File: src/rtl/add_seq_if.sv
// Handshake and status bundle for the byte-serial add/subtract sequencer.
// master = the glue/pin side driving operands; slave = the sequencer itself.
interface add_seq_if;
   logic       start;
   logic       sub;
   logic       abort;
   logic [7:0] op_a;
   logic [7:0] op_b;
   logic       in_valid;
   logic       in_ready;
   logic [7:0] res;
   logic       res_valid;
   logic       res_ready;
   logic       carry_out;
   logic       overflow;
   logic       busy;
   logic       done;

   modport master (
      output start, sub, abort, op_a, op_b, in_valid, res_ready,
      input  in_ready, res, res_valid, carry_out, overflow, busy, done
   );

   modport slave (
      input  start, sub, abort, op_a, op_b, in_valid, res_ready,
      output in_ready, res, res_valid, carry_out, overflow, busy, done
   );
endinterface

File: src/rtl/add_seq_ctrl.sv
// Byte-serial NBYTES-wide add/subtract sequencer. Operand pairs are buffered
// LSB-first, summed one byte per cycle through a single 8-bit adder with a
// registered carry, and streamed back LSB-first. All outputs are registered.
module add_seq_ctrl #(
   parameter int NBYTES = 4
) (
   input logic      clk,
   input logic      rst_n,
   add_seq_if.slave bus
);
   localparam int            IW       = (NBYTES > 1) ? $clog2(NBYTES) : 1;
   localparam logic [IW-1:0] LAST_IDX = IW'(NBYTES - 1);
   localparam logic [IW-1:0] ONE_IDX  = IW'(1);
   localparam logic [IW-1:0] ZERO_IDX = IW'(0);

   typedef enum logic [1:0] {
      IDLE = 2'd0,
      LOAD = 2'd1,
      CALC = 2'd2,
      OUT  = 2'd3
   } state_t;

   state_t        state_r;
   logic [IW-1:0] idx_r;
   logic          carry_r;
   logic          sub_r;
   logic [7:0]    a_buf_r [NBYTES];
   logic [7:0]    b_buf_r [NBYTES];
   logic [7:0]    res_r;
   logic          res_valid_r;
   logic          in_ready_r;
   logic          carry_out_r;
   logic          overflow_r;
   logic          busy_r;
   logic          done_r;

   logic [8:0]    sum_s;
   logic          ovf_s;
   logic [IW-1:0] idx_nxt_s;
   logic          in_fire_s;
   logic          out_fire_s;

   // One byte of the shared adder; inv turns b into its one's complement for A-B.
   function automatic logic [8:0] add_byte(input logic [7:0] a, input logic [7:0] b,
                                           input logic inv, input logic cin);
      add_byte = {1'b0, a} + {1'b0, b ^ {8{inv}}} + {8'd0, cin};
   endfunction

   // Adder datapath, signed-overflow detect on the current byte, handshake fires.
   always_comb begin
      sum_s      = add_byte(a_buf_r[idx_r], b_buf_r[idx_r], sub_r, carry_r);
      ovf_s      = (a_buf_r[idx_r][7] == (b_buf_r[idx_r][7] ^ sub_r)) &&
                   (sum_s[7] != a_buf_r[idx_r][7]);
      idx_nxt_s  = idx_r + ONE_IDX;
      in_fire_s  = bus.in_valid & in_ready_r;
      out_fire_s = res_valid_r & bus.res_ready;
   end

   // Sequencer FSM with all outputs registered; abort outranks every other event.
   always_ff @(posedge clk or negedge rst_n) begin
      if (!rst_n) begin
         state_r     <= IDLE;
         idx_r       <= ZERO_IDX;
         carry_r     <= 1'b0;
         sub_r       <= 1'b0;
         res_r       <= 8'd0;
         res_valid_r <= 1'b0;
         in_ready_r  <= 1'b0;
         carry_out_r <= 1'b0;
         overflow_r  <= 1'b0;
         busy_r      <= 1'b0;
         done_r      <= 1'b0;
         for (int i = 0; i < NBYTES; i++) begin
            a_buf_r[i] <= 8'd0;
            b_buf_r[i] <= 8'd0;
         end
      end else if (bus.abort) begin
         state_r     <= IDLE;
         idx_r       <= ZERO_IDX;
         res_r       <= 8'd0;
         res_valid_r <= 1'b0;
         in_ready_r  <= 1'b0;
         carry_out_r <= 1'b0;
         overflow_r  <= 1'b0;
         busy_r      <= 1'b0;
         done_r      <= 1'b0;
      end else begin
         done_r <= 1'b0;
         case (state_r)
            IDLE: begin
               if (bus.start) begin
                  sub_r       <= bus.sub;
                  idx_r       <= ZERO_IDX;
                  carry_out_r <= 1'b0;
                  overflow_r  <= 1'b0;
                  in_ready_r  <= 1'b1;
                  busy_r      <= 1'b1;
                  state_r     <= LOAD;
               end
            end
            LOAD: begin
               if (in_fire_s) begin
                  a_buf_r[idx_r] <= bus.op_a;
                  b_buf_r[idx_r] <= bus.op_b;
                  if (idx_r == LAST_IDX) begin
                     idx_r      <= ZERO_IDX;
                     carry_r    <= sub_r;
                     in_ready_r <= 1'b0;
                     state_r    <= CALC;
                  end else begin
                     idx_r <= idx_nxt_s;
                  end
               end
            end
            CALC: begin
               a_buf_r[idx_r] <= sum_s[7:0];
               carry_r        <= sum_s[8];
               if (idx_r == LAST_IDX) begin
                  carry_out_r <= sum_s[8];
                  overflow_r  <= ovf_s;
                  idx_r       <= ZERO_IDX;
                  // Byte 0 was finished NBYTES-1 cycles ago, so it is safe to present now.
                  res_r       <= a_buf_r[0];
                  res_valid_r <= 1'b1;
                  state_r     <= OUT;
               end else begin
                  idx_r <= idx_nxt_s;
               end
            end
            OUT: begin
               if (out_fire_s) begin
                  if (idx_r == LAST_IDX) begin
                     idx_r       <= ZERO_IDX;
                     res_r       <= 8'd0;
                     res_valid_r <= 1'b0;
                     busy_r      <= 1'b0;
                     done_r      <= 1'b1;
                     state_r     <= IDLE;
                  end else begin
                     idx_r <= idx_nxt_s;
                     res_r <= a_buf_r[idx_nxt_s];
                  end
               end
            end
            default: begin
               state_r     <= IDLE;
               idx_r       <= ZERO_IDX;
               res_valid_r <= 1'b0;
               in_ready_r  <= 1'b0;
               busy_r      <= 1'b0;
            end
         endcase
      end
   end

   assign bus.in_ready  = in_ready_r;
   assign bus.res       = res_r;
   assign bus.res_valid = res_valid_r;
   assign bus.carry_out = carry_out_r;
   assign bus.overflow  = overflow_r;
   assign bus.busy      = busy_r;
   assign bus.done      = done_r;
endmodule

File: src/flat_wrapper.sv
// flat-port wrapper written by rule: the top's interface ports become plain ports
module add_seq_ctrl_flat 
#(
   parameter int NBYTES = 4
)
  (clk, rst_n, bus_start, bus_sub, bus_abort, bus_op_a, bus_op_b, bus_in_valid, bus_res_ready, bus_in_ready, bus_res, bus_res_valid, bus_carry_out, bus_overflow, bus_busy, bus_done);
  add_seq_if bus_i ();
  input logic clk;
  input logic rst_n;
  input wire logic [$bits(bus_i.start)-1:0] bus_start;
  input wire logic [$bits(bus_i.sub)-1:0] bus_sub;
  input wire logic [$bits(bus_i.abort)-1:0] bus_abort;
  input wire logic [$bits(bus_i.op_a)-1:0] bus_op_a;
  input wire logic [$bits(bus_i.op_b)-1:0] bus_op_b;
  input wire logic [$bits(bus_i.in_valid)-1:0] bus_in_valid;
  input wire logic [$bits(bus_i.res_ready)-1:0] bus_res_ready;
  output wire logic [$bits(bus_i.in_ready)-1:0] bus_in_ready;
  output wire logic [$bits(bus_i.res)-1:0] bus_res;
  output wire logic [$bits(bus_i.res_valid)-1:0] bus_res_valid;
  output wire logic [$bits(bus_i.carry_out)-1:0] bus_carry_out;
  output wire logic [$bits(bus_i.overflow)-1:0] bus_overflow;
  output wire logic [$bits(bus_i.busy)-1:0] bus_busy;
  output wire logic [$bits(bus_i.done)-1:0] bus_done;
  assign bus_i.start = bus_start;
  assign bus_i.sub = bus_sub;
  assign bus_i.abort = bus_abort;
  assign bus_i.op_a = bus_op_a;
  assign bus_i.op_b = bus_op_b;
  assign bus_i.in_valid = bus_in_valid;
  assign bus_i.res_ready = bus_res_ready;
  assign bus_in_ready = bus_i.in_ready;
  assign bus_res = bus_i.res;
  assign bus_res_valid = bus_i.res_valid;
  assign bus_carry_out = bus_i.carry_out;
  assign bus_overflow = bus_i.overflow;
  assign bus_busy = bus_i.busy;
  assign bus_done = bus_i.done;
  add_seq_ctrl #(.NBYTES(NBYTES)) u_core (.clk(clk), .rst_n(rst_n), .bus(bus_i));
endmodule
File: config.mk
export PLATFORM = sky130hd
export DESIGN_NAME = add_seq_ctrl_flat
export DESIGN_NICKNAME = d
export VERILOG_FILES = /design/src/rtl/add_seq_if.sv /design/src/rtl/add_seq_ctrl.sv /design/src/flat_wrapper.sv
export SDC_FILE = /design/constraint.sdc
export NUM_CORES = 1
export LEC_CHECK = 0
export ABC_CLOCK_PERIOD_IN_PS = 5000
export BUFFER_PORTS_ARGS = -buffer_cell sky130_fd_sc_hd__buf_2
export CORE_ASPECT_RATIO = 0.6
export CORE_UTILIZATION = 60
export DETAILED_ROUTE_END_ITERATION = 16
export PLACE_DENSITY = 0.8
export RECOVER_POWER = 50
export SKIP_LAST_GASP = 1
export SYNTH_ARGS = -nofsm -noshare
export SYNTH_HDL_FRONTEND = slang
export SYNTH_SLANG_ARGS = --single-unit
File: constraint.sdc
create_clock -name clk -period 5 [get_ports clk]
set_clock_uncertainty 0.15 [all_clocks]
set_input_delay 0.25 -clock clk [delete_from_list [all_inputs] [get_ports clk]]
set_output_delay 0.25 -clock clk [all_outputs]
set_load 0.02 [all_outputs]
### Word-level counts from Yosys, hierarchy flattened

Index checks and enable logic that the tools add are counted.

| word-level totals | value |
|---|---|
| word-level logic and storage cells | 125 |
| flip-flop bits (word level) | 84 |
| input port bits | 23 |

| cells by class | value |
|---|---|
| bitwise gates (word level) | 7 |
| equal/unequal tests | 14 |
| $lt $le $gt $ge | 3 |
| multiplexer cells | 60 |
| reductions and logical operators | 19 |
| add/subtract/negate cells | 3 |

Operators by type and width:

| operator | count |
|---|---|
| 32-bit bitwise mux | 3 |
| 8-bit 2-to-1 mux | 11 |
| 32-bit case mux with 2 select lines | 1 |
| 8-bit binary-select mux with 2-bit select | 3 |
| 32-bit 2-to-1 mux | 1 |
| 2-bit 2-to-1 mux | 12 |
| 1-bit 2-to-1 mux | 19 |
| 3-bit AND reduction | 6 |
| 8-bit demux with 2-bit select | 1 |
| 2-bit case mux with 4 select lines | 2 |
| 8-bit case mux with 2 select lines | 1 |
| 4-bit AND reduction | 4 |
| 3-bit by 2-bit != test with 1-bit output, second input constant | 5 |
| 1-bit case mux with 2 select lines | 6 |
| 3-bit nonzero test | 4 |
| 8-bit by 8-bit adder with 9-bit output | 1 |
| 9-bit by 1-bit adder with 9-bit output | 1 |
| 8-bit bitwise XOR | 1 |
| 2-bit equality test, second input constant | 3 |
| 3-bit >= comparator, second input constant | 2 |
| 2-bit inverter with 3-bit output | 2 |
| 6-bit AND reduction | 1 |
| 2-bit by 1-bit != test with 1-bit output, second input constant | 2 |
| 3-bit by 1-bit < comparator with 1-bit output, second input constant | 1 |
| 11 further kinds | 13 |

### Logic depth before layout (Yosys ltp)

Gate-level depths: netlist (run 1).

| depth | value |
|---|---|
| depth after elaboration | 12 |
| depth in mapped cells | 11 |
| mapped depth without buffers | 9 |

### Worst setup path before layout (run 1)

OpenSTA, ideal clock, no wires.

| timing | value |
|---|---|
| path kind | register -> register |
| from | register u_core.idx_r[0] |
| to | register u_core.a_buf_r[12] in the netlist's numbering |
| setup time | 66 ps |
| cell stages (with the launch flop) | 12 |
| data arrival time | 3236 ps |
| slack | 1548 ps |
| required time | 4784 ps |
| path through | dfrtp_1 > buf_2 > buf_2 > mux4_2 > xnor2_1 > fa_1 > fa_1 > nor2b_1 > o21a_1 > nor3_1 > o31ai_1 > mux2_2 |

| between the ends | value |
|---|---|
| longest elaborated chain between the ends | 9 |
| elaborated cells on any way between the ends | 19 |
| classes of those cells | 2 x add/sub; 2 x order compare; 12 x mux; 2 x bitwise; 1 x reduce/logical |

RTL lines:

| what | line | text |
|---|---|---|
| start, declared | add_seq_ctrl.sv:24 | `logic [IW-1:0] idx_r;` |
| start signal, assigned | add_seq_ctrl.sv:111 | `idx_r <= idx_nxt_s;` |
| start signal, assigned | add_seq_ctrl.sv:127 | `idx_r <= idx_nxt_s;` |
| start signal, assigned | add_seq_ctrl.sv:140 | `idx_r <= idx_nxt_s;` |
| 2-bit inverter with 3-bit output (not written as such) * | add_seq_ctrl.sv:51, add_seq_ctrl.sv:103, add_seq_ctrl.sv:116 |  |
| 8-bit binary-select mux with 2-bit select | add_seq_ctrl.sv:51 | `sum_s = add_byte(a_buf_r[idx_r], b_buf_r[idx_r], sub_r, carry_r);` |
| 8-bit 2-to-1 mux (not written as such) (2 in a row) | add_seq_ctrl.sv:51 |  |
| 8-bit bitwise XOR | add_seq_ctrl.sv:46 | `add_byte = {1'b0, a} + {1'b0, b ^ {8{inv}}} + {8'd0, cin};` |
| 8-bit by 8-bit adder with 9-bit output | add_seq_ctrl.sv:46 |  |
| 9-bit by 1-bit adder with 9-bit output | add_seq_ctrl.sv:46 |  |
| 32-bit bitwise mux | add_seq_ctrl.sv:116 | `a_buf_r[idx_r] <= sum_s[7:0];` |
| 32-bit case mux with 2 select lines * | add_seq_ctrl.sv:89 | `case (state_r)` |
| end signal, assigned by index | add_seq_ctrl.sv:103 | `a_buf_r[idx_r] <= bus.op_a;` |
| end signal, assigned by index | add_seq_ctrl.sv:116 |  |
| end, declared | add_seq_ctrl.sv:27 | `logic [7:0] a_buf_r [NBYTES];` |

Every way passes the cells marked *; elsewhere a longest branch is shown, timed or not. The select of a mux whose other input is x is not followed.
A chain may end at the register's enable or synchronous reset.

### Worst setup path after layout (run 1)

| timing | value |
|---|---|
| from | register u_core.idx_r[0] |
| to | register u_core.a_buf_r[20] in the netlist's numbering |

Same word-level chain as after synthesis.

==> impl_summary.log, run 1 <==
INFO  metric outcome = complete, but fails checks
INFO  metric critical_path.cell_chain = mux4_2, xnor2_1, fa_1, fa_1, nor2b_1, o21a_1, nor3_1, o31ai_1, mux2_2
INFO  metric netlist_instances = 378
INFO  metric ys.flop_type = dfrtp_1
INFO  metric violations = capacitance limit, slew limit
INFO  metric gr-total-overflow = 0
INFO  metric synth.yosys.seq_area_share = 0.461
INFO  metric synth.cell_area = 4560 µm²
INFO  metric worstSetupPathType = flop to flop
INFO  metric r2r-start = u_core.idx_r[0]
INFO  metric number_of_synthesized_flops_with_an_enable_pin = 0
INFO  metric cts_made_buffers = 9
INFO  metric final_antenna_net_count = 0
INFO  metric endpoint_of_the_lowest_slack_register_to_register_path = u_core.a_buf_r[20]
INFO  metric num_vias = roughly 3200
INFO  metric timing_hold_violations_final = 0
INFO  metric grt_antenna_before_repair = 0
INFO  metric synth_largest_area_cell = dfrtp_1
INFO  metric layout.area.seq = ~2100 µm²
INFO  metric tritoncts_clock_tree = done
INFO  metric post_synth_main_area_contributors = dfrtp_1 (46%), mux4_2 (12%), mux2_2 (9.1%)
INFO  metric hold_end = u_core.b_buf_r[6]
INFO  metric cts_resized = 0
INFO  metric cts_num_sinks = 84
INFO  metric worst_ep_arrival_time = 4.03 ns
INFO  metric hold_slack = between 0.01 and 0.015 ns
INFO  metric final_min_period_over_clock_period = 0.780
INFO  metric synth_most_common_cell = dfrtp_1
INFO  metric synth.distinct_cells = 49
INFO  metric num_rows = 24
INFO  metric cp_data_required_time = around 5.1 ns
INFO  metric first_global_vias = around 3100
INFO  metric p_leak = between 0.002 and 0.0025 µW
INFO  metric synth-async-reset-ratio = 1.00
INFO  metric path_max_fanout = 12
INFO  metric slowest_delay = between 0.7 and 0.8 ns
INFO  metric die_width = 115 µm
INFO  metric period_needed = approximately 3.9 ns
INFO  metric clock_tree.buffer_depth = 2
INFO  metric worstSkewPairLatency = around 0.34 ns
INFO  metric grt_max_degree = 85
INFO  metric hp-start = bus_op_b[6]
INFO  metric synth.yosys.warnings = 0
INFO  metric drt_first_iter_violations = 313
INFO  metric cellPowerDensity = roughly 650 nW/µm²
INFO  metric post_route_cells_drive_above_1_share = 0.284
INFO  metric io-pin-count = 37
INFO  metric path_clk_slew = approximately 0.060 ns
INFO  metric rsz0062_at_grt = false
INFO  metric finalMaxSlewViolations = 85
INFO  metric synth_top_area_frac = 0.461
INFO  metric numPortBuffers = 36
INFO  metric grt_pass1_wl = approximately 16000 µm
INFO  metric syn_area_per_cell = 12.1 µm²
INFO  metric synthesis.nets = 419
INFO  metric insertedDiodeCount = 0
INFO  metric floorplan.die.height = 69.5 µm
INFO  metric ff2ff_setup_slack = 1.10 ns
INFO  metric clock_tree.htree_level_count = 3
INFO  metric cpMostUsedCell = fa_1
INFO  metric synth_commonest_cells = dfrtp_1 (84), nand2_1 (44), mux2_2 (37)
INFO  metric synth-seq-cells = 84
INFO  metric wl = between 10000 and 15000 µm
INFO  metric multi_input_area = 2330 µm²
INFO  metric cap_violations = 1
INFO  metric gr-usage-all-layers = 0.280
INFO  metric crit_path_top_delay_cell = dfrtp_1
INFO  metric routedWlPerCell = just under 20 µm
INFO  metric fin_ws = about 1.1 ns
INFO  metric endpoint_kind = flop
INFO  metric drc_errors = 0
INFO  metric dp_hpwl = between 7000 and 8000 µm
INFO  metric start_kind = flop
INFO  metric syn2layout_area_growth = 12.1%
INFO  metric routed_via_density = between 6 and 7
INFO  metric irDropWorstVdd = ~0.00028 V
INFO  metric max-slew-margin-rel = -0.366
INFO  metric dp_slack = approximately 1.2 ns
INFO  metric max_slew.worst_pin.slew = 2.05 ns
INFO  metric fin_nets = between 400 and 500
INFO  metric peak_freq = 256 MHz
INFO  metric final-setup-viol-count = 0
INFO  metric finish.utilization = 0.700
INFO  metric hold_depth = 2
INFO  metric overall_die_area = around 8000 µm²
INFO  metric initial_core_util = 0.624
INFO  metric place_congestion = about 0.84
INFO  metric fill_cells = roughly 550
INFO  metric cts.repair_timing.setup_buffer_count = 0
INFO  metric worst_hold_path_type = input pin to flop
INFO  metric placeableCoreArea = between 7000 and 8000 µm²
INFO  metric final.setup.tns = 0 ns
INFO  metric cts_root_buffer = clkbuf_16
INFO  metric crit_start = u_core.idx_r[0]
INFO  metric firstDrtPassIters = 4
INFO  metric ff2ff_path_depth = 9
## sequential cells by signal (all words and copies together), names as in the netlist
signal	cells
u_core.a_buf_r	32
u_core.b_buf_r	32
u_core.bus.busy	1
u_core.bus.carry_out	1
u_core.bus.done	1
u_core.bus.in_ready	1
u_core.bus.overflow	1
u_core.bus.res	8
u_core.bus.res_valid	1
u_core.carry_r	1
u_core.idx_r	2
u_core.state_r	2
u_core.sub_r	1
## worst max-delay path by stage
stage / to / slack [ns] / depth (start not counted)
after floorplan: u_core.a_buf_r[12] / 1.55 / 11
after global placement: u_core.a_buf_r[28] / 1.31 / 9
after detailed placement: u_core.a_buf_r[20] / 1.16 / 9
after CTS: u_core.a_buf_r[20] / 1.09 / 9
after global routing: u_core.a_buf_r[12] / 0.91 / 9
final: u_core.a_buf_r[20] / 1.10 / 9
## cells in the final DEF, fill, tap and decap left out, types with 2 or more instances in the layout
master	instances
nand2_2	4
nor2b_1	13
nand4_1	3
o21ai_0	28
clkbuf_16	9
a221o_1	3
buf_2	21
nand2_1	44
mux2_2	37
dlygate4sd3_1	2
o21a_1	3
o21ai_1	2
a21oi_1	13
mux2_1	4
a221o_2	5
o31ai_1	3
inv_1	11
nand2b_1	2
buf_4	2
nand3b_1	2
xor2_1	9
nand4b_1	2
nor2_1	14
nor3_1	4
clkbuf_1	15
ha_1	16
mux2i_1	3
a21o_1	2
a211oi_1	2
mux4_2	24
a31oi_1	4
fa_1	2
dfrtp_1	84
## logic make-up (layout without fill, tap and decap cells)
family,after synthesis,after routing,synth area share
XOR/XNOR,10,10,0.0192
flip-flops,84,84,0.461
AO/OA/AOI/OAI,74,74,0.111
AND/OR/NAND/NOR,95,95,0.103
multiplexers,68,68,0.227
buffers and inverters,29,67,0.0266
adder cells (fa/ha/maj),18,18,0.0527
## routing by layer
metal / GRT usage / part of all wire / up-vias
li1: - / - / 1458
met1: 0.411 / 0.46 / 1634
met2: 0.417 / 0.46 / 104
met3: 0.0577 / 0.066 / 15
met4: 0.102 / 0.014 / 0
met5: 0 / 0 / -
## worst max-delay path, delay by kind of cell, from the launching register on
| family | cells | cell delay, ns |
|---|---|---|
| AO/OA/AOI/OAI | 2 | 0.70 |
| XOR/XNOR | 1 | 0.17 |
| adder cells (fa/ha/maj) | 2 | 0.87 |
| flip-flops | 1 | 0.77 |
| multiplexers | 2 | 0.87 |
| AND/OR/NAND/NOR | 2 | 0.30 |
## power by group
group          total (µW)  internal (µW)  switching (µW)
combinational        1610            744             862
sequential           1050            862             185
clock                 668            402             266
total                3320           2010            1310
## through the flow
step | cells | area, µm² | power (µW)
6_report | 520 | 5110 | 3320
5_1_grt | 520 | 5110 | 3530
4_1_cts | 520 | 5130 | 3340
3_5_place_dp | 502 | 4800 | 2640
3_3_place_gp | 502 | 4800 | 2570
2_1_floorplan | 378 | 4560 | 2250
## area by class of cell
type | count | area share
multi-input cells | 265 | 0.457
flip-flops and latches | 84 | 0.412
clock buffers | 11 | 0.0475
repair buffers | 40 | 0.0387
well taps | 104 | 0.0255
clock inverters | 5 | 0.0118
inverters | 11 | 0.00808
## repair_timing
action,4_1_cts,5_1_grt
endpoints found under the hold margin,85,0
endpoints found under the setup margin,0,0
hold buffers,2,0
Power figures use the tool's default switching activity.
==> run 2, diff against run 1 <==
Settings changed: ABC_AREA set to 1, ABC_CLOCK_PERIOD_IN_PS 5000 to 3300, CORE_UTILIZATION 60 to 55, PLACE_DENSITY 0.8 to 0.77.
Clock period 5 ns to 3.3 ns, I/O delays scaled along.
==> run 2 against run 1 <==
The run still ends with capacitance limit, slew limit left. Worst hold slack gained 0.029 ns. Die area grew 15%. Critical path depth is 2 higher. Non-clock buffer count is 15 higher. Cell area rose by 6.4%. Worst setup slack lost 0.79 ns. Synthesized cell count rose by 69%. First-iteration DRC count grew 48%. Sequential share of layout area fell by 2.5 points. Via count is 39% higher. Register-to-register slack worse by 0.79 ns. Combinational power rose by 60%. Largest cell class unchanged.
==> impl_summary.log, run 2 <==
INFO  metric placeableCoreArea = between 8000 and 9000 µm²
INFO  metric post_synth_main_area_contributors = dfrtp_1 (44%), nand2_1 (14%), o21ai_0 (8.7%)
INFO  metric rsz0062_at_grt = false
INFO  metric outcome = complete, but fails checks
INFO  metric syn2layout_area_growth = 13.1%
INFO  metric dp_hpwl = between 8000 and 9000 µm
INFO  metric tritoncts_clock_tree = done
INFO  metric synth.yosys.warnings = 0
INFO  metric grt_pass1_wl = between 20000 and 25000 µm
INFO  metric synth.cell_area = between 4000 and 5000 µm²
INFO  metric io-pin-count = 37
INFO  metric drt_first_iter_violations = around 460
INFO  metric firstDrtPassIters = 5
INFO  metric cts_made_buffers = 9
INFO  metric final_antenna_net_count = 0
INFO  metric endpoint_kind = flop
INFO  metric num_vias = between 4000 and 5000
INFO  metric post_route_cells_drive_above_1_share = 0.0891
INFO  metric worstPathBufferInverterCount = 2
INFO  metric timing_hold_violations_final = 0
INFO  metric cpMostUsedCell = nand2_1
INFO  metric syn_area_per_cell = 7.50 µm²
INFO  metric number_of_synthesized_flops_with_an_enable_pin = 0
INFO  metric numPortBuffers = 36
INFO  metric synth-async-reset-ratio = 1.00
INFO  metric p_leak = roughly 0.0028 µW
INFO  metric clock_power_share = 0.199
INFO  metric netSwitchingPower = around 2300 µW
INFO  metric layout_commonest_cell = nand2_1
INFO  metric critPathTopFamily = compound AO/OA/AOI/OAI gates
INFO  metric synth_most_common_cell = nand2_1
INFO  metric synth.yosys.seq_area_share = 0.438
INFO  metric gr-total-overflow = 0
INFO  metric netlist_instances = 640
INFO  metric die_width = roughly 120 µm
INFO  metric drc_errors = 0
INFO  metric final_cell_mix = nand2_1 (184), dfrtp_1 (84), o21ai_0 (83)
INFO  metric place_congestion = around 0.90
INFO  metric cp_data_required_time = between 3 and 4 ns
INFO  metric grt_max_degree = between 80 and 90
INFO  metric hold_slack = slightly below 0.04 ns
INFO  metric initial_core_util = 0.588
INFO  metric final.setup.tns = 0 ns
INFO  metric final-setup-viol-count = 0
INFO  metric cellPowerDensity = ~950 nW/µm²
INFO  metric floorplan.die.height = roughly 74 µm
INFO  metric path_clk_slew = about 0.06 ns
INFO  metric clock_tree.buffer_depth = 2
INFO  metric gr-usage-all-layers = 0.298
INFO  metric peak_freq = ~330 MHz
INFO  metric power_frac_comb = 0.498
INFO  metric grt_antenna_before_repair = 0
INFO  metric violations = capacitance limit, slew limit
INFO  metric start_kind = flop
INFO  metric cts_root_buffer = clkbuf_16
INFO  metric clock_tree.htree_level_count = 3
INFO  metric finalMaxSlewViolations = 85
INFO  metric insertedDiodeCount = 0
INFO  metric routed_via_density = between 5 and 6
INFO  metric ys.flop_type = dfrtp_1
INFO  metric routedWlPerCell = 15.4 µm
INFO  metric synth_top_area_frac = 0.438
INFO  metric power.switching_fraction = 0.452
INFO  metric num_rows = 25
INFO  metric final_min_period_over_clock_period = 0.905
INFO  metric synth.distinct_cells = 32
INFO  metric cts_resized = 0
INFO  metric max_slew.worst_pin.slew = ~2.1 ns
INFO  metric irDropWorstVdd = ~0.00045 V
INFO  metric worstSetupPathType = flop to flop
INFO  metric worst_ep_arrival_time = approximately 3.1 ns
INFO  metric slowest_delay = 0.58 ns
INFO  metric p_seq_frac = 0.303
INFO  metric max-slew-margin-rel = -0.397
INFO  metric fill_cells = around 700
INFO  metric worst_hold_path_type = input pin to flop
INFO  metric period_needed = 2.99 ns
INFO  metric crit_path_top_delay_cell = dfrtp_1
INFO  metric synth_largest_area_cell = dfrtp_1
INFO  metric synthesis.nets = around 700
INFO  metric overall_die_area = a little over 9000 µm²
INFO  metric intPower = around 2800 µW
INFO  metric path_max_fanout = 16
INFO  metric worstSkewPairLatency = between 0.3 and 0.4 ns
INFO  metric wl = 12200 µm
INFO  metric critical_path.cell_chain = inv_1, buf_4, o21ai_0, o22ai_1, xor2_1, ha_1, a21oi_1, nand2_1, o21ai_0, nand2_1, nand2_1
INFO  metric synth-seq-cells = 84
INFO  metric cts_num_sinks = 84
INFO  metric fin_nets = between 700 and 800
INFO  metric synth_commonest_cells = nand2_1 (184), dfrtp_1 (84), o21ai_0 (83)
INFO  metric cts.repair_timing.setup_buffer_count = 0
INFO  metric first_global_vias = 3985
INFO  metric cap_violations = 1
==> run 2: cell types whose count changed in the layout (fill, tap and decap cells not counted), sizes merged, moves of 24 or more <==
cell,delta
mux2,-41
inv,+45
mux4,-24
nand2,+143
o21ai,+76
nor2,+64
==> run 2: per-stage QoR <==
stage / instance area, µm² / cells / worst slack [ns] / util / power (µW)
5_1_grt: 5430 / 793 / 0.117 / 0.665 / 5660
2_1_floorplan: 4800 / 640 / 0.520 / - / 3500
4_1_cts: 5450 / 793 / 0.372 / 0.668 / 5150
6_report: 5430 / 793 / 0.315 / 0.665 / 5180
3_3_place_gp: 5040 / 766 / 0.558 / 0.617 / 4000
3_5_place_dp: 5040 / 766 / 0.402 / 0.617 / 4090
==> run 2: per-layer routing <==
layer | GRT usage | part of all wire
met5 | 0 | 0
met4 | 0.0786 | 0.010
met3 | 0.0706 | 0.090
met2 | 0.443 | 0.43
met1 | 0.437 | 0.47
==> run 2: what timing repair did <==
action                                  4_1_cts  5_1_grt
endpoints found under the setup margin        0        0
hold endpoints to repair                    113        0
hold buffers                                 11        0
==> run 2: worst paths after layout <==
path | slack, ns | endpoint | cells past startpoint | start
max in group asynchronous | 0.95 | u_core.a_buf_r[14] | 2 | rst_n
worst max register to register | 0.31 | u_core.a_buf_r[27] | 11 | u_core.idx_r[1]
worst min register to register | 0.33 | u_core.b_buf_r[18] | 2 | u_core.b_buf_r[18]
min in group asynchronous | 0.77 | u_core.bus.busy | 2 | rst_n
worst max-delay path | 0.31 | u_core.a_buf_r[27] | 11 | u_core.idx_r[1]
worst min-delay path | 0.04 | u_core.a_buf_r[5] | 5 | bus_op_a[5]
==> run 2: kinds of logic (layout without fill, tap and decap cells) <==
group                    Yosys count  count (layout)  share of synthesized area
AND/OR/NAND/NOR                  288             288                      0.244
AO/OA/AOI/OAI                    158             158                      0.177
flip-flops                        84              84                      0.438
buffers and inverters             83             128                     0.0743
adder cells (fa/ha/maj)           18              18                     0.0500
XOR/XNOR                           9               9                     0.0164
==> run 2: area by class of cell <==
type / count / area, µm² / area share
multi-input cells: 473 / 2340 / 0.431
flip-flops and latches: 84 / 2100 / 0.387
repair buffers: 55 / 333 / 0.0613
clock buffers: 10 / 239 / 0.0440
inverters: 57 / 216 / 0.0398
well taps: 108 / 135 / 0.0249
clock inverters: 6 / 63.8 / 0.0117
==> run 2: worst min-delay path, stage by stage <==
cell     delay [ns]
buf_2          0.07
nor2_1         0.06
nor2_1         0.10
nand2_1        0.05
nand2_1        0.05
==> run 2: power by group through the flow <==
stage	Clock (µW)	Sequential (µW)	Combinational (µW)
3_5_place_dp	0	1570	2520
6_report	1030	1570	2580
3_3_place_gp	0	1560	2430
4_1_cts	1040	1560	2550
2_1_floorplan	0	1520	1980
5_1_grt	1090	1610	2970
==> run 3, diff against run 2 <==
Settings changed: ABC_CLOCK_PERIOD_IN_PS 3300 to 3200, CORE_UTILIZATION 55 to 60, PLACE_DENSITY 0.77 to 0.8.
Clock period 3.3 ns to 3.2 ns, I/O delays scaled along.
==> run 3 against run 2 <==
The run still ends with capacitance limit, slew limit left. Final cell count decreased by 0.38%. Sequential share of layout area up 0.098 points. Via count grew 1.5%. Cell area fell by 0.25%. Worst hold slack got worse by 0.0091 ns. Count of clock-buffer cells in the layout up 2. Non-clock buffer count grew 1. Worst setup slack better by 0.041 ns. Largest cell class unchanged. Highest routed layer unchanged.
==> impl_summary.log, run 3 (synthesis gave the netlist of run 2 again) <==
INFO  metric peak_freq = 352 MHz
INFO  metric cts_num_sinks = 84
INFO  metric max-slew-margin-rel = -0.353
INFO  metric max_slew.worst_pin.slew = about 2 ns
INFO  metric totalPowerFinal = roughly 5300 µW
INFO  metric placeableCoreArea = between 7000 and 8000 µm²
INFO  metric die_width = between 100 and 150 µm
INFO  metric floorplan.die.height = approximately 71 µm
INFO  metric gr-total-overflow = 0
INFO  metric clock_tree.htree_level_count = 3
INFO  metric numPortBuffers = 36
INFO  metric cts_made_buffers = 9
INFO  metric drc_errors = 0
INFO  metric final_min_period_over_clock_period = 0.889
INFO  metric worstSetupPathType = flop to flop
INFO  metric worst_hold_path_type = input pin to flop
INFO  metric hold_slack = ~0.031 ns
INFO  metric drt_first_iter_violations = 557
INFO  metric p_leak = ~0.0028 µW
INFO  metric cellPowerDensity = just under 1000 nW/µm²
INFO  metric number_of_cells_after_detailed_placement = around 760
INFO  metric timing_hold_violations_final = 0
INFO  metric hold_depth = 5
INFO  metric routed_via_density = approximately 5.7
INFO  metric ff2ff_path_depth = 11
INFO  metric cts_root_buffer = clkbuf_16
INFO  metric finalMaxSlewViolations = 85
INFO  metric final-setup-viol-count = 0
INFO  metric final_cell_mix = nand2_1 (184), dfrtp_1 (84), o21ai_0 (83)
INFO  metric irDropWorstVdd = 0.000428 V
INFO  metric num_vias = 4528
INFO  metric rsz0062_at_grt = false
INFO  metric worst_ep_arrival_time = roughly 3.0 ns
INFO  metric syn2layout_area_growth = 12.8%
INFO  metric post_layout_nonfiller_instances = 790
INFO  metric wl = 12500 µm
INFO  metric violations = capacitance limit, slew limit
INFO  metric final.setup.tns = 0 ns
INFO  metric num_rows = 24
INFO  metric gr-usage-all-layers = 0.321
INFO  metric path_clk_slew = around 0.060 ns
INFO  metric grt_max_degree = 85
INFO  metric final_antenna_net_count = 0
INFO  metric overall_die_area = roughly 8400 µm²
INFO  metric tritoncts_clock_tree = done
INFO  metric cts_resized = 0
INFO  metric first_global_vias = about 4200
INFO  metric clock_tree.buffer_depth = 2
INFO  metric endpoint_kind = flop
INFO  metric layout_commonest_cell = nand2_1
INFO  metric firstDrtPassIters = 5
INFO  metric grt_pass1_wl = between 20000 and 25000 µm
INFO  metric outcome = complete, but fails checks
INFO  metric insertedDiodeCount = 0
INFO  metric post_route_cells_drive_above_1_share = 0.0860
INFO  metric dp_slack = 0.413 ns
INFO  metric period_needed = 2.84 ns
INFO  metric dp_hpwl = approximately 8500 µm
INFO  metric place_congestion = 0.887
INFO  metric fin_nets = between 700 and 800
INFO  metric fin_ws = around 0.36 ns
INFO  metric initial_core_util = 0.640
INFO  metric path_max_fanout = 42
INFO  metric cp_data_required_time = approximately 3.3 ns
INFO  metric cap_violations = 1
INFO  metric io-pin-count = 37
INFO  metric start_kind = flop
INFO  metric grt_antenna_before_repair = 0
INFO  metric worstSkewPairLatency = about 0.35 ns
INFO  metric routedWlPerCell = approximately 16 µm
[run 3: cell types whose count changed in the layout (fill, tap and decap cells not counted)]
| cell | delta |
|---|---|
| buf_4 | +1 |
| clkbuf_1 | +3 |
| clkinv_2 | -1 |
| clkbuf_8 | -1 |
| clkinv_4 | -1 |
[run 3: layout make-up]
class	instances	area, µm²
Sequential cell	84	2100
Clock buffer	12	236
Multi-Input combinational cell	473	2340
Clock inverter	4	50.0
Timing Repair Buffer	56	340
Fill cell	607	2090
Inverter	57	216
Tap cell	104	130
[run 3: worst paths after layout]
| path | slack [ns] | to | startpoint |
|---|---|---|---|
| min in group asynchronous | 0.78 | u_core.a_buf_r[0] | rst_n |
| max reg2reg | 0.36 | u_core.a_buf_r[3] | u_core.idx_r[0] |
| max in group asynchronous | 0.92 | u_core.idx_r[0] | rst_n |
| min | 0.03 | u_core.a_buf_r[13] | bus_op_a[5] |
| max | 0.36 | u_core.a_buf_r[3] | u_core.idx_r[0] |
| min reg2reg | 0.34 | u_core.b_buf_r[14] | u_core.b_buf_r[14] |
[run 3: critical path: stages (launching register included)]
cell and delay [ns]:
dfrtp_1 0.41, inv_1 0.12, buf_4 0.40, o21ai_0 0.17
a21oi_1 0.14, a21oi_1 0.07, ha_1 0.35, a21oi_1 0.14
nand2_1 0.14, o21ai_0 0.47, nand2_1 0.08, o21ai_0 0.11
[run 3: per-stage QoR]
step	utilization	cell area [µm²]
after detailed placement	0.672	5040
after CTS	0.725	5440
after floorplan	-	4800
final	0.722	5420
after global placement	0.672	5040
after global routing	0.722	5420
[run 3: per-layer routing]
layer / GRT usage / vias up / wire, µm
li1: - / 2163 / -
met1: 0.461 / 2145 / 5780
met2: 0.496 / 198 / 5490
met3: 0.0629 / 22 / 1040
met4: 0.107 / 0 / 178
met5: 0 / - / 0
[run 3: what timing repair did]
item / CTS / global route
setup buffers: 0 / 0
hold buffers: 11 / 0
endpoints found under the hold margin: 110 / 0
[run 3: power by group]
| part | internal, µW | total, µW | switching, µW |
|---|---|---|---|
| clock | 604 | 1030 | 421 |
| combinational | 928 | 2700 | 1770 |
| sequential | 1370 | 1620 | 245 |
